File: config.mk
export PLATFORM = sky130hd
export DESIGN_NAME = alu_seq
export DESIGN_NICKNAME = d
export VERILOG_FILES = /design/src/rtl/alu_seq.sv
export SDC_FILE = /design/constraint.sdc
export NUM_CORES = 1
export LEC_CHECK = 0
export ABC_CLOCK_PERIOD_IN_PS = 4700
export BUFFER_PORTS_ARGS = -buffer_cell sky130_fd_sc_hd__buf_2
export CAP_MARGIN = 10
export CORE_ASPECT_RATIO = 0.7
export CORE_MARGIN = 2
export CORE_UTILIZATION = 45
export CTS_BUF_LIST = sky130_fd_sc_hd__clkbuf_16
export DETAILED_ROUTE_END_ITERATION = 10
export PLACE_DENSITY = 0.68
export SYNTH_ARGS = -nofsm -noshare
export SYNTH_HDL_FRONTEND = slang
export SYNTH_SLANG_ARGS = --single-unit
File: constraint.sdc
create_clock -name clk -period 4.7 [get_ports clk]
set_input_delay 0.47 -clock clk [delete_from_list [all_inputs] [get_ports clk]]
set_output_delay 0.47 -clock clk [all_outputs]
set_load 0.01 [all_outputs]
File: src/rtl/alu_seq.sv
// Accumulator ALU with registered results and a start/busy/done handshake.
// Opcodes 0-7 keep the legacy results; opcode 12 runs an iterative shift-add multiply.
module alu_seq #(
  parameter int unsigned WIDTH = 8,
  localparam int unsigned CNT_W = $clog2(WIDTH) + 1
) (
  input  logic             clk,
  input  logic             rst,
  input  logic             start,
  input  logic [3:0]       opcode,
  input  logic [WIDTH-1:0] in_a,
  input  logic [WIDTH-1:0] in_b,
  output logic             a_is_zero,
  output logic             busy,
  output logic             done,
  output logic [WIDTH-1:0] alu_out,
  output logic             zero_flag,
  output logic             carry_flag
);

  localparam logic [0:0] StIdle = 1'b0;
  localparam logic [0:0] StMul  = 1'b1;

  localparam logic [3:0] OpAdd = 4'd2;
  localparam logic [3:0] OpAnd = 4'd3;
  localparam logic [3:0] OpXor = 4'd4;
  localparam logic [3:0] OpLda = 4'd5;
  localparam logic [3:0] OpSub = 4'd8;
  localparam logic [3:0] OpOr  = 4'd9;
  localparam logic [3:0] OpShl = 4'd10;
  localparam logic [3:0] OpShr = 4'd11;
  localparam logic [3:0] OpMul = 4'd12;

  logic [0:0]         state_q, state_d;
  logic [CNT_W-1:0]   cnt_q, cnt_d;
  logic [WIDTH-1:0]   mcand_q, mcand_d;
  logic [2*WIDTH-1:0] prod_q, prod_d;
  logic [WIDTH-1:0]   out_q, out_d;
  logic               zero_q, zero_d;
  logic               carry_q, carry_d;
  logic               done_q, done_d;

  logic [WIDTH:0]     sum, diff;
  logic [WIDTH-1:0]   res;
  logic               res_c;
  logic [WIDTH-1:0]   addend;
  logic [WIDTH:0]     step_sum;
  logic [2*WIDTH-1:0] prod_step;

  // Single-cycle result; anything not decoded passes a through.
  always_comb begin
    sum   = {1'b0, in_a} + {1'b0, in_b};
    diff  = {1'b0, in_a} - {1'b0, in_b};
    res   = in_a;
    res_c = 1'b0;
    case (opcode)
      OpAdd: begin res = sum[WIDTH-1:0]; res_c = sum[WIDTH]; end
      OpAnd: res = in_a & in_b;
      OpXor: res = in_a ^ in_b;
      OpLda: res = in_b;
      OpSub: begin res = diff[WIDTH-1:0]; res_c = diff[WIDTH]; end
      OpOr:  res = in_a | in_b;
      OpShl: begin res = {in_a[WIDTH-2:0], 1'b0}; res_c = in_a[WIDTH-1]; end
      OpShr: begin res = {1'b0, in_a[WIDTH-1:1]}; res_c = in_a[0]; end
      default: ;
    endcase
  end

  // Upper half accumulates, lower half holds the remaining multiplier bits.
  always_comb begin
    addend    = prod_q[0] ? mcand_q : '0;
    step_sum  = {1'b0, prod_q[2*WIDTH-1:WIDTH]} + {1'b0, addend};
    prod_step = {step_sum, prod_q[WIDTH-1:1]};
  end

  always_comb begin
    state_d = state_q;
    cnt_d   = cnt_q;
    mcand_d = mcand_q;
    prod_d  = prod_q;
    out_d   = out_q;
    zero_d  = zero_q;
    carry_d = carry_q;
    done_d  = 1'b0;
    case (state_q)
      StIdle: begin
        if (start) begin
          if (opcode == OpMul) begin
            state_d = StMul;
            mcand_d = in_a;
            prod_d  = {{WIDTH{1'b0}}, in_b};
            cnt_d   = '0;
          end else begin
            out_d   = res;
            zero_d  = (res == '0);
            carry_d = res_c;
            done_d  = 1'b1;
          end
        end
      end
      default: begin
        prod_d = prod_step;
        cnt_d  = cnt_q + 1'b1;
        if (cnt_q == CNT_W'(WIDTH - 1)) begin
          out_d   = prod_step[WIDTH-1:0];
          zero_d  = (prod_step[WIDTH-1:0] == '0);
          carry_d = |prod_step[2*WIDTH-1:WIDTH];
          done_d  = 1'b1;
          state_d = StIdle;
        end
      end
    endcase
  end

  always_ff @(posedge clk) begin
    if (rst) begin
      state_q <= StIdle;
      cnt_q   <= '0;
      mcand_q <= '0;
      prod_q  <= '0;
      out_q   <= '0;
      zero_q  <= 1'b1;
      carry_q <= 1'b0;
      done_q  <= 1'b0;
    end else begin
      state_q <= state_d;
      cnt_q   <= cnt_d;
      mcand_q <= mcand_d;
      prod_q  <= prod_d;
      out_q   <= out_d;
      zero_q  <= zero_d;
      carry_q <= carry_d;
      done_q  <= done_d;
    end
  end

  assign a_is_zero  = (in_a == '0);
  assign busy       = (state_q == StMul);
  assign done       = done_q;
  assign alu_out    = out_q;
  assign zero_flag  = zero_q;
  assign carry_flag = carry_q;

endmodule
==> impl_metrics.ini <==
[yosys]
seq_area_frac_synth_pct = 21.9
synth.distinct_cells = 68
syn_avg_cell_area_um2 = 7.48
synth.most_common_cell = nand2_1
yosysTopAreaCell = dfxtp_1
synth_area_leaders = dfxtp_1 22%, ha_1 12%, nand2_1 6.7%
synthCells = 488
synthesis.nets = 548
synth.top_cell.area_share_pct = 21.9
synth_ff_type = dfxtp_1
syn-cell-area_um2 = 3650
async_reset_ff_share_pct = 0
synth_common_cells = 65 x nand2_1, 40 x dfxtp_1, 40 x nor2_1
synth_edf_count = 0
yosys_warnings = 0
ys_ff_latch = 40

[route]
via_per_inst = 6.33
route.detailed.drc = 0
drt-total-wl_mm = 11.1
dr.pass1.iters = 5
ant_nets = 0
initialDrtViolationCount = 454
routedWlPerCell_um = 18.4
vias = 3823

[cells_and_area]
postLayoutCellArea_um2 = 3960
post-route-util_pct = 50.3
drive_gt1_share_pct = 11.1
antenna_cells = 0
nFillCells = 760
layout.nets = 562
area_growth_pct = 8.47

[power_and_ir_drop]
powerDensity_nw_per_um2 = 237
ir_worst_vdd_v = 0.000148
p_total_uw = 938
p_leak_uw = 0.00163

[floorplan]
start_util_pct = 46.4
chipWidth_um = 112
core-area_um2 = 7870
rows = 27
die_area_um2 = 8860
die_h_um = 79.3
num_io_pins = 36

[cts]
path_clk_slew_ns = 0.06
cts_root_buffer = clkbuf_16
numCtsBuffers = 5
clock_latency_ns = 0.29
hold_buffers = 0
clk_path_buf_depth = 2
post_cts_resize_count = 0
postCtsSetupRepairBufs = 0
h-tree-depth = 2
clock_sinks = 40
cts_tree = yes

[sta]
min_period_over_period_pct = 59.4
setup_viol = 0
max_freq_mhz = 358
tns_ns = 0
slew_viol_final = 0
slew_headroom_pct = 25.6
final_hold_viol_count = 0
rsz0062_at_grt = false
period_minus_slack_ns = 2.79
worstMarginPinSlew_ns = 1.11
finClkSkew_ns = 0.00750

[worst_setup_path]
rr_endpoint = carry_flag
r2r-start = prod_q[0]
worstSetupStartpointType = primary input
path_class = primary input to flip-flop
startpoint = opcode[1]
r2r_slack_ns = 2.01
crit_arrival_ns = 2.97
r2r_cells = 11
end_kind = flip-flop
crit_required_ns = 4.88
critPathMaxFanout = 31

[global_routing]
grt_pass1_wl_mm = 18.1
grt_max_degree = 41
grt_pass1_vias = 3431
grt_remaining_overflow = 0
grtUsageTotal_pct = 25.4
antenna_found_initial = 0

[min_path]
holdCritStartpoint = alu_out[0]
min_to = alu_out[0]
hold_path_class = flip-flop to flip-flop
whs_path_depth = 2

[run]
max-cap-violations = 0

[placement]
dpl_cell_area_um2 = 3810
port_buffers = 35
dp_hpwl_mm = 8.15
gp_congestion = 0.973

[outcome]
status = complete, no violations
## cell type report
class | instances | area (um2) | share of cell area [%]
Multi-Input combinational cell | 391 | 2590 | 65.6
Sequential cell | 40 | 801 | 20.2
Timing Repair Buffer | 37 | 190 | 4.81
Tap cell | 101 | 126 | 3.19
Clock buffer | 5 | 125 | 3.16
Inverter | 27 | 101 | 2.56
Clock inverter | 3 | 18.8 | 0.474
## flip-flops by register name, indices dropped and copies added, names as in the netlist
name / flops
busy: 1
alu_out: 8
cnt_q: 4
done: 1
carry_flag: 1
prod_q: 16
zero_flag: 1
mcand_q: 8
## stage by stage
step | worst slack, ns | instances | hold WS (ns)
3_3_place_gp | 1.69 | 596 | 0.436
2_1_floorplan | 1.99 | 488 | 0.432
4_1_cts | 1.94 | 604 | 0.453
5_1_grt | 1.71 | 604 | 0.478
3_5_place_dp | 1.65 | 596 | 0.444
6_report | 1.91 | 604 | 0.450
## cells by family after synthesis
group           after synthesis  share of synthesized area [%]
compound gates              145                           26.7
xor+xnor                      7                           1.68
fa+ha+maj                    38                           13.6
buf+inv                      57                           6.93
flops                        40                           21.9
mux                          12                           3.70
simple gates                189                           25.4
## where the power goes
part           switching, uW  internal [uW]
clock network            141            196
logic                    156           87.8
registers               6.91            351
## placed cells by master, fill, tap and decap left out, types with 6 or more instances in the layout
master / n
nand2_1: 65
nor2_1: 40
dfxtp_1: 40
a21oi_1: 38
buf_2: 35
ha_1: 34
inv_1: 27
o21ai_0: 27
nor3_1: 15
nand2b_1: 14
nor2b_1: 10
o211ai_1: 10
and2_1: 9
nand3_1: 9
mux2i_1: 9
a31oi_1: 8
xnor2_1: 7
a22oi_1: 6
o22ai_1: 6
## layer usage
| layer | track usage (%) | routed length [um] | up-vias |
|---|---|---|---|
| li1 | - | - | 1803 |
| met1 | 37.4 | 5330 | 1796 |
| met2 | 37.4 | 4520 | 210 |
| met3 | 6.11 | 1110 | 14 |
| met4 | 5.93 | 143 | 0 |
| met5 | 0 | 0 | - |
## worst max path at each step
stage,end,slack (ns)
2_1_floorplan,zero_flag,1.99
3_3_place_gp,zero_flag,1.69
3_5_place_dp,zero_flag,1.65
4_1_cts,zero_flag,1.94
5_1_grt,zero_flag,1.71
6_report,zero_flag,1.91
## worst max-delay path: stages
cell and delay, ns:
buf_2 0.43, nor4b_2 0.81, a22oi_1 0.15, a311oi_1 0.31
a2111oi_0 0.12, a311oi_2 0.24, nor3_1 0.11, a211o_1 0.29
No activity file was read; power rests on OpenSTA's default activity.
